==> src/rtl/fft_pkg.sv <==
// rtl/fft_pkg.sv - shared constants and state encoding for the FFT output path
package fft_pkg;

    localparam int FFT_DATA_W = 9;
    localparam int FFT_N      = 8;
    localparam int FFT_IDX_W  = 3;

    localparam logic [FFT_IDX_W-1:0] FFT_LAST_IDX = FFT_IDX_W'(FFT_N - 1);

    typedef enum logic [1:0] {
        SER_IDLE   = 2'd0,
        SER_PRIME  = 2'd1,
        SER_STREAM = 2'd2
    } ser_state_t;

endpackage

==> src/rtl/fft_out_serializer_if.sv <==
// rtl/fft_out_serializer_if.sv - bin stream with valid/ready, last and index tags
interface fft_out_serializer_if;
    import fft_pkg::*;

    logic                         out_valid;
    logic                         out_ready;
    logic signed [FFT_DATA_W-1:0] out_re;
    logic signed [FFT_DATA_W-1:0] out_im;
    logic [FFT_IDX_W-1:0]         out_idx;
    logic                         out_last;

    modport master (
        output out_valid,
        output out_re,
        output out_im,
        output out_idx,
        output out_last,
        input  out_ready
    );

    modport slave (
        input  out_valid,
        input  out_re,
        input  out_im,
        input  out_idx,
        input  out_last,
        output out_ready
    );

endinterface

==> src/rtl/fft_mag_l1.sv <==
// rtl/fft_mag_l1.sv - combinational |re|+|im| of a signed complex sample
module fft_mag_l1 #(
    parameter int DATA_W = 9
) (
    input  logic signed [DATA_W-1:0] i_re,
    input  logic signed [DATA_W-1:0] i_im,
    output logic [DATA_W:0]          o_mag
);

    logic [DATA_W:0] w_re_ext;
    logic [DATA_W:0] w_im_ext;
    logic [DATA_W:0] w_re_abs;
    logic [DATA_W:0] w_im_abs;

    // One extra bit makes the most negative input's magnitude representable.
    assign w_re_ext = {i_re[DATA_W-1], i_re};
    assign w_im_ext = {i_im[DATA_W-1], i_im};
    assign w_re_abs = i_re[DATA_W-1] ? (~w_re_ext + 1'b1) : w_re_ext;
    assign w_im_abs = i_im[DATA_W-1] ? (~w_im_ext + 1'b1) : w_im_ext;
    assign o_mag    = w_re_abs + w_im_abs;

endmodule

==> src/rtl/fft_out_serializer.sv <==
// rtl/fft_out_serializer.sv - sweeps core bins, streams them in order and tracks the L1 peak
module fft_out_serializer
    import fft_pkg::*;
(
    input  logic                         clk,
    input  logic                         rst_n,
    input  logic                         start,
    output logic [FFT_IDX_W-1:0]         sel,
    input  logic signed [FFT_DATA_W-1:0] yr,
    input  logic signed [FFT_DATA_W-1:0] yi,
    fft_out_serializer_if.master         out_if,
    output logic                         busy,
    output logic                         done,
    output logic [FFT_IDX_W-1:0]         peak_idx,
    output logic [FFT_DATA_W:0]          peak_mag
);

    ser_state_t           r_state;
    ser_state_t           w_state_nxt;
    logic [FFT_IDX_W-1:0] r_idx;
    logic [FFT_IDX_W-1:0] r_max_idx;
    logic [FFT_DATA_W:0]  r_max_mag;
    logic [FFT_IDX_W-1:0] r_peak_idx;
    logic [FFT_DATA_W:0]  r_peak_mag;
    logic                 r_done;
    logic [FFT_DATA_W:0]  w_mag;
    logic                 w_valid;
    logic                 w_hs;
    logic                 w_last_hs;
    logic                 w_new_max;
    logic                 w_frame_open;

    fft_mag_l1 #(
        .DATA_W (FFT_DATA_W)
    ) u_mag (
        .i_re  (yr),
        .i_im  (yi),
        .o_mag (w_mag)
    );

    always_comb begin
        w_state_nxt  = r_state;
        w_valid      = 1'b0;
        w_hs         = 1'b0;
        w_last_hs    = 1'b0;
        w_frame_open = 1'b0;
        sel          = '0;
        case (r_state)
            SER_IDLE: begin
                if (start) begin
                    w_state_nxt  = SER_PRIME;
                    w_frame_open = 1'b1;
                end
            end
            SER_PRIME: begin
                w_state_nxt = SER_STREAM;
            end
            SER_STREAM: begin
                w_valid   = 1'b1;
                w_hs      = out_if.out_ready;
                w_last_hs = out_if.out_ready && (r_idx == FFT_LAST_IDX);
                // Look ahead by one bin on a handshake so the core's registered
                // output already holds the next bin on the following beat.
                sel       = r_idx + {{(FFT_IDX_W-1){1'b0}}, out_if.out_ready};
                if (w_last_hs) begin
                    w_state_nxt = SER_IDLE;
                end
            end
            default: begin
                w_state_nxt = SER_IDLE;
            end
        endcase
    end

    assign w_new_max = (w_mag > r_max_mag);

    always_ff @(posedge clk) begin
        if (!rst_n) begin
            r_state    <= SER_IDLE;
            r_idx      <= '0;
            r_max_idx  <= '0;
            r_max_mag  <= '0;
            r_peak_idx <= '0;
            r_peak_mag <= '0;
            r_done     <= 1'b0;
        end else begin
            r_state <= w_state_nxt;
            r_done  <= w_last_hs;
            if (w_frame_open) begin
                r_idx     <= '0;
                r_max_idx <= '0;
                r_max_mag <= '0;
            end else if (w_hs) begin
                r_idx <= r_idx + 1'b1;
                if (w_new_max) begin
                    r_max_idx <= r_idx;
                    r_max_mag <= w_mag;
                end
            end
            // The final beat's magnitude is folded in directly since the
            // running max only catches up on the same edge.
            if (w_last_hs) begin
                r_peak_idx <= w_new_max ? r_idx : r_max_idx;
                r_peak_mag <= w_new_max ? w_mag : r_max_mag;
            end
        end
    end

    assign out_if.out_valid = w_valid;
    assign out_if.out_re    = yr;
    assign out_if.out_im    = yi;
    assign out_if.out_idx   = r_idx;
    assign out_if.out_last  = w_valid && (r_idx == FFT_LAST_IDX);

    assign busy     = (r_state == SER_PRIME) || (r_state == SER_STREAM);
    assign done     = r_done;
    assign peak_idx = r_peak_idx;
    assign peak_mag = r_peak_mag;

endmodule

==> src/flat_wrapper.sv <==
// flat-port wrapper written by rule: the top's interface ports become plain ports
module fft_out_serializer_flat import fft_pkg::*;
  (clk, rst_n, start, sel, yr, yi, busy, done, peak_idx, peak_mag, out_if_out_valid, out_if_out_re, out_if_out_im, out_if_out_idx, out_if_out_last, out_if_out_ready);
  fft_out_serializer_if out_if_i ();
  input  logic clk;
  input  logic rst_n;
  input  logic start;
  output logic [FFT_IDX_W-1:0] sel;
  input  logic signed [FFT_DATA_W-1:0] yr;
  input  logic signed [FFT_DATA_W-1:0] yi;
  output logic busy;
  output logic done;
  output logic [FFT_IDX_W-1:0] peak_idx;
  output logic [FFT_DATA_W:0] peak_mag;
  output wire logic [$bits(out_if_i.out_valid)-1:0] out_if_out_valid;
  output wire logic [$bits(out_if_i.out_re)-1:0] out_if_out_re;
  output wire logic [$bits(out_if_i.out_im)-1:0] out_if_out_im;
  output wire logic [$bits(out_if_i.out_idx)-1:0] out_if_out_idx;
  output wire logic [$bits(out_if_i.out_last)-1:0] out_if_out_last;
  input wire logic [$bits(out_if_i.out_ready)-1:0] out_if_out_ready;
  assign out_if_out_valid = out_if_i.out_valid;
  assign out_if_out_re = out_if_i.out_re;
  assign out_if_out_im = out_if_i.out_im;
  assign out_if_out_idx = out_if_i.out_idx;
  assign out_if_out_last = out_if_i.out_last;
  assign out_if_i.out_ready = out_if_out_ready;
  fft_out_serializer u_core (.clk(clk), .rst_n(rst_n), .start(start), .sel(sel), .yr(yr), .yi(yi), .out_if(out_if_i), .busy(busy), .done(done), .peak_idx(peak_idx), .peak_mag(peak_mag));
endmodule
==> config.mk <==
export PLATFORM = sky130hd
export DESIGN_NAME = fft_out_serializer_flat
export DESIGN_NICKNAME = d
export VERILOG_FILES = /design/src/rtl/fft_pkg.sv /design/src/rtl/fft_out_serializer_if.sv /design/src/rtl/fft_mag_l1.sv /design/src/rtl/fft_out_serializer.sv /design/src/flat_wrapper.sv
export SDC_FILE = /design/constraint.sdc
export NUM_CORES = 1
export LEC_CHECK = 0
export CAP_MARGIN = 20
export CORE_MARGIN = 2
export CORE_UTILIZATION = 37
export DETAILED_ROUTE_END_ITERATION = 6
export PLACE_DENSITY = 0.69
export REMOVE_ABC_BUFFERS = 1
export SLEW_MARGIN = 20
export SYNTH_ARGS = -nofsm -noshare
export SYNTH_HDL_FRONTEND = slang
export SYNTH_SLANG_ARGS = --single-unit
==> constraint.sdc <==
create_clock -name clk -period 4.9 [get_ports clk]
set_input_delay 0.735 -clock clk [delete_from_list [all_inputs] [get_ports clk]]
set_output_delay 0.735 -clock clk [all_outputs]
set_load 0.005 [all_outputs]
==> metrics.md <==
| Metric | Value |
|---|---|
| CTS tree | `done` |
| Slew @ Worst Pin | `between 0.7 and 0.8 ns` |
| Vias per cell | `5.35` |
| Area Overhead vs Synth | `29.6%` |
| Worst-case clock buffer depth | `2` |
| Fill cell count | `666` |
| Initial antenna violation count | `0` |
| Post-layout nets | `443` |
| Synth top area share | `0.241` |
| Placed instance area | `3300 um2` |
| Place WS | `-0.0847 ns` |
| Dpl hpwl | `roughly 5300 um` |
| Fmax | `216 MHz` |
| Number of global-route vias before repair | `2343` |
| Clock Latency Late Sink | `0.28 ns` |
| Critical path's slowest cell | `or4b_1` |
| R2R depth | `8` |
| GR Util met2 | `0.283` |
| Count of clock tree sinks | `32` |
| CP Class | `in2reg` |
| Initial Utilization | `0.387` |
| Die area | `7870 um2` |
| Crit-path cells | `clkdlybuf4s50_1, inv_1, ha_1, nand2b_1, o21ai_0, xnor2_1, ha_2, o211ai_1, or4b_1, and4_4, ha_1, a211oi_1, nor2_1, a2111oi_4, buf_4, o21ai_0, a21oi_1` |
| Hold Crit Depth | `2` |
| First-pass GRT wire length | `11200 um` |
| GRT Util Overall | `0.178` |
| Core area | `6870 um2` |
| Via count | `2607` |
| CP Buf/Inv Count | `3` |
| Final Max Slew Viols | `0` |
| Worst EP arrival | `4.83 ns` |
| DR pass1 iterations | `5` |
| Setup ws final | `0.266 ns` |
| GR Util met3 | `0.0261` |
| Main flop type after synthesis | `dfxtp_1` |
| CTS root buf | `clkbuf_8` |
| Drt wl/cell | `14.6 um` |
| Worst path required time | `~5.1 ns` |
| Starting DRT DRC Count | `174` |
| Slew margin rel. | `0.498` |
| Setup Viol. Count Final | `0` |
| CTS Hold Bufs | `0` |
| Port bufs | `62` |
| Flops & latches, synth | `32` |
| Multi-input gate area | `1720 um2` |
| CTS clock-pin slew for the worst setup and hold paths | `0.07 ns` |
| Syn Std Cell Area | `2660 um2` |
| Synthesized netlist cell count | `~330` |
| Layout cells sized above 1 | `0.110` |
| Max VDD drop | `0.131 mV` |
| Synth Warn # | `0` |
| Pleak | `1.31 nW` |
| Inserted Diodes | `0` |
| Average size of a mapped cell | `8.02 um2` |
| Largest cells by area after synthesis | `dfxtp_1, ha_1, o21ai_0, buf_4, nand3_1` |
| Design area | `3440 um2` |
| Routed Wire Length | `7100 um` |
| Hold WC Path Type | `reg2reg` |
| Post-route DRC violation count | `0` |
| Crit end category | `register` |
| Global route overflow | `0` |
| P per Cell Area | `311 nW/um2` |
| Tot Pwr | `1.07 mW` |
| Register area share after synthesis | `0.241` |
| Post-route ant nets | `0` |
| Worst clock skew | `0.00322 ns` |
| Critical path's top delay family | `compound AO/OA/AOI/OAI gates` |
| GPL Wtd Cong | `0.845` |
| RSZ-0062 raised after global routing | `yes` |
| Final min period | `approximately 4.6 ns` |
| Crit-path max FO | `7` |
| Number of core rows | `30` |
| Worst hold margin | `0.476 ns` |
| Biggest area consumer among synthesized cells | `dfxtp_1` |
| Most common cell in the netlist | `dfxtp_1` |
| Outcome | `complete, no violations` |
| Number of H-tree levels | `2` |
| Critical Path Max Stage Delay | `0.55 ns` |
| Crit path depth | `17` |
| IO Count | `63` |
| Routing usage on met1 | `0.257` |
| Post-synth top cells | `dfxtp_1, o21ai_0, ha_1` |
| Max cap viols | `0` |
| Largest net degree at the start of global routing | `23` |
| Fin. Hold Viols | `0` |
| Reg area | `between 600 and 700 um2` |
| Post-synth ARST share | `0` |
| Most Used Layer, Global Route | `met2` |
| Final worst-path cycle share | `0.946` |
| Crit path launch type | `input port` |
| Post-layout util | `0.501` |
| Die height | `88.7 um` |
| Chip Width | `slightly below 90 um` |
| Post-synthesis cell type count | `48` |
| Number of synthesized flops with an enable pin | `0` |
| CTS buffer count | `5` |
## per-stage QoR
stage               instances  TNS [ns]
floorplan                 297         0
global placement          474         0
detailed placement        474    -0.554
CTS                       481         0
global route              487  -0.00506
finish                    487         0
## final cells by class
cell class,count,share of cell area
well taps,96,0.0349
inverters,18,0.0196
clock inverters,1,0.00145
flip-flops and latches,32,0.186
repair buffers,87,0.236
multi-input cells,247,0.501
clock buffers,6,0.0211
## worst register-to-register path, delay by kind of cell (launching register included)
family | cells | cell delay [ns]
compound gates | 5 | 1.09
fa+ha+maj | 1 | 0.29
buf+inv | 2 | 0.30
flops | 1 | 0.34
## sequential cells by signal, indices dropped and copies added (netlist names)
signal,cells
u_core.r_state,2
u_core.done,1
u_core.peak_mag,10
u_core.r_max_mag,10
u_core.peak_idx,3
u_core.out_if.out_idx,3
u_core.r_max_idx,3
## per-layer routing
| layer | wire, um | up-vias | part of all wire |
|---|---|---|---|
| met3 | 368 | 8 | 0.052 |
| li1 | - | 1300 | - |
| met2 | 3380 | 95 | 0.48 |
| met1 | 3270 | 1204 | 0.46 |
| met5 | 0 | - | 0 |
| met4 | 72 | 0 | 0.010 |
## path summary, 6_finish.rpt
| path | start | end | slack [ns] |
|---|---|---|---|
| worst max register to register | u_core.r_max_mag[3] | u_core.r_max_idx[2] | 2.79 |
| worst max-delay path | yr[0] | u_core.r_max_idx[2] | 0.27 |
| worst min register to register | u_core.r_max_idx[0] | u_core.r_max_idx[0] | 0.48 |
| worst min-delay path | u_core.r_max_idx[0] | u_core.r_max_idx[0] | 0.48 |
## cells in the final DEF (no fill, tap or decap), types with 3 or more instances in the layout
master,netlist,routed
clkdlybuf4s50_1,0,62
dfxtp_1,32,32
o21ai_0,31,30
ha_1,29,28
nand3_1,27,27
a21oi_1,24,24
buf_4,20,24
inv_1,18,18
nand2_1,17,17
xnor2_1,14,14
nor3_1,12,12
a31oi_1,11,11
nand2b_1,9,9
nor2_1,9,8
and2_1,6,6
nand4_1,6,6
or3_1,5,5
xor2_1,5,5
o21ai_1,4,5
clkbuf_8,0,5
a211oi_1,3,3
a21o_1,3,3
o211ai_1,3,3
mux2i_1,3,3
## power breakdown
group,leakage (nW),switching (mW),internal [mW]
registers,0.258,0.00669,0.269
clock network,0.0410,0.0942,0.0965
logic,1.02,0.333,0.273
total,1.31,0.434,0.638
## logic make-up (layout without fill, tap and decap cells)
logic type	count (synthesis)	in the layout	synth area share
XOR/XNOR	19	19	0.0627
flip-flops	32	32	0.241
multiplexers	3	3	0.0113
AO/OA/AOI/OAI	93	93	0.221
adder cells (fa/ha/maj)	30	30	0.144
AND/OR/NAND/NOR	102	102	0.205
buffers and inverters	52	112	0.115
## repair_timing
item                       4_1_cts  5_1_grt
buffers inserted                 0        6
setup endpoints to repair        0       20
gates resized for setup          0        5
No activity file was read; power rests on OpenSTA's default activity.
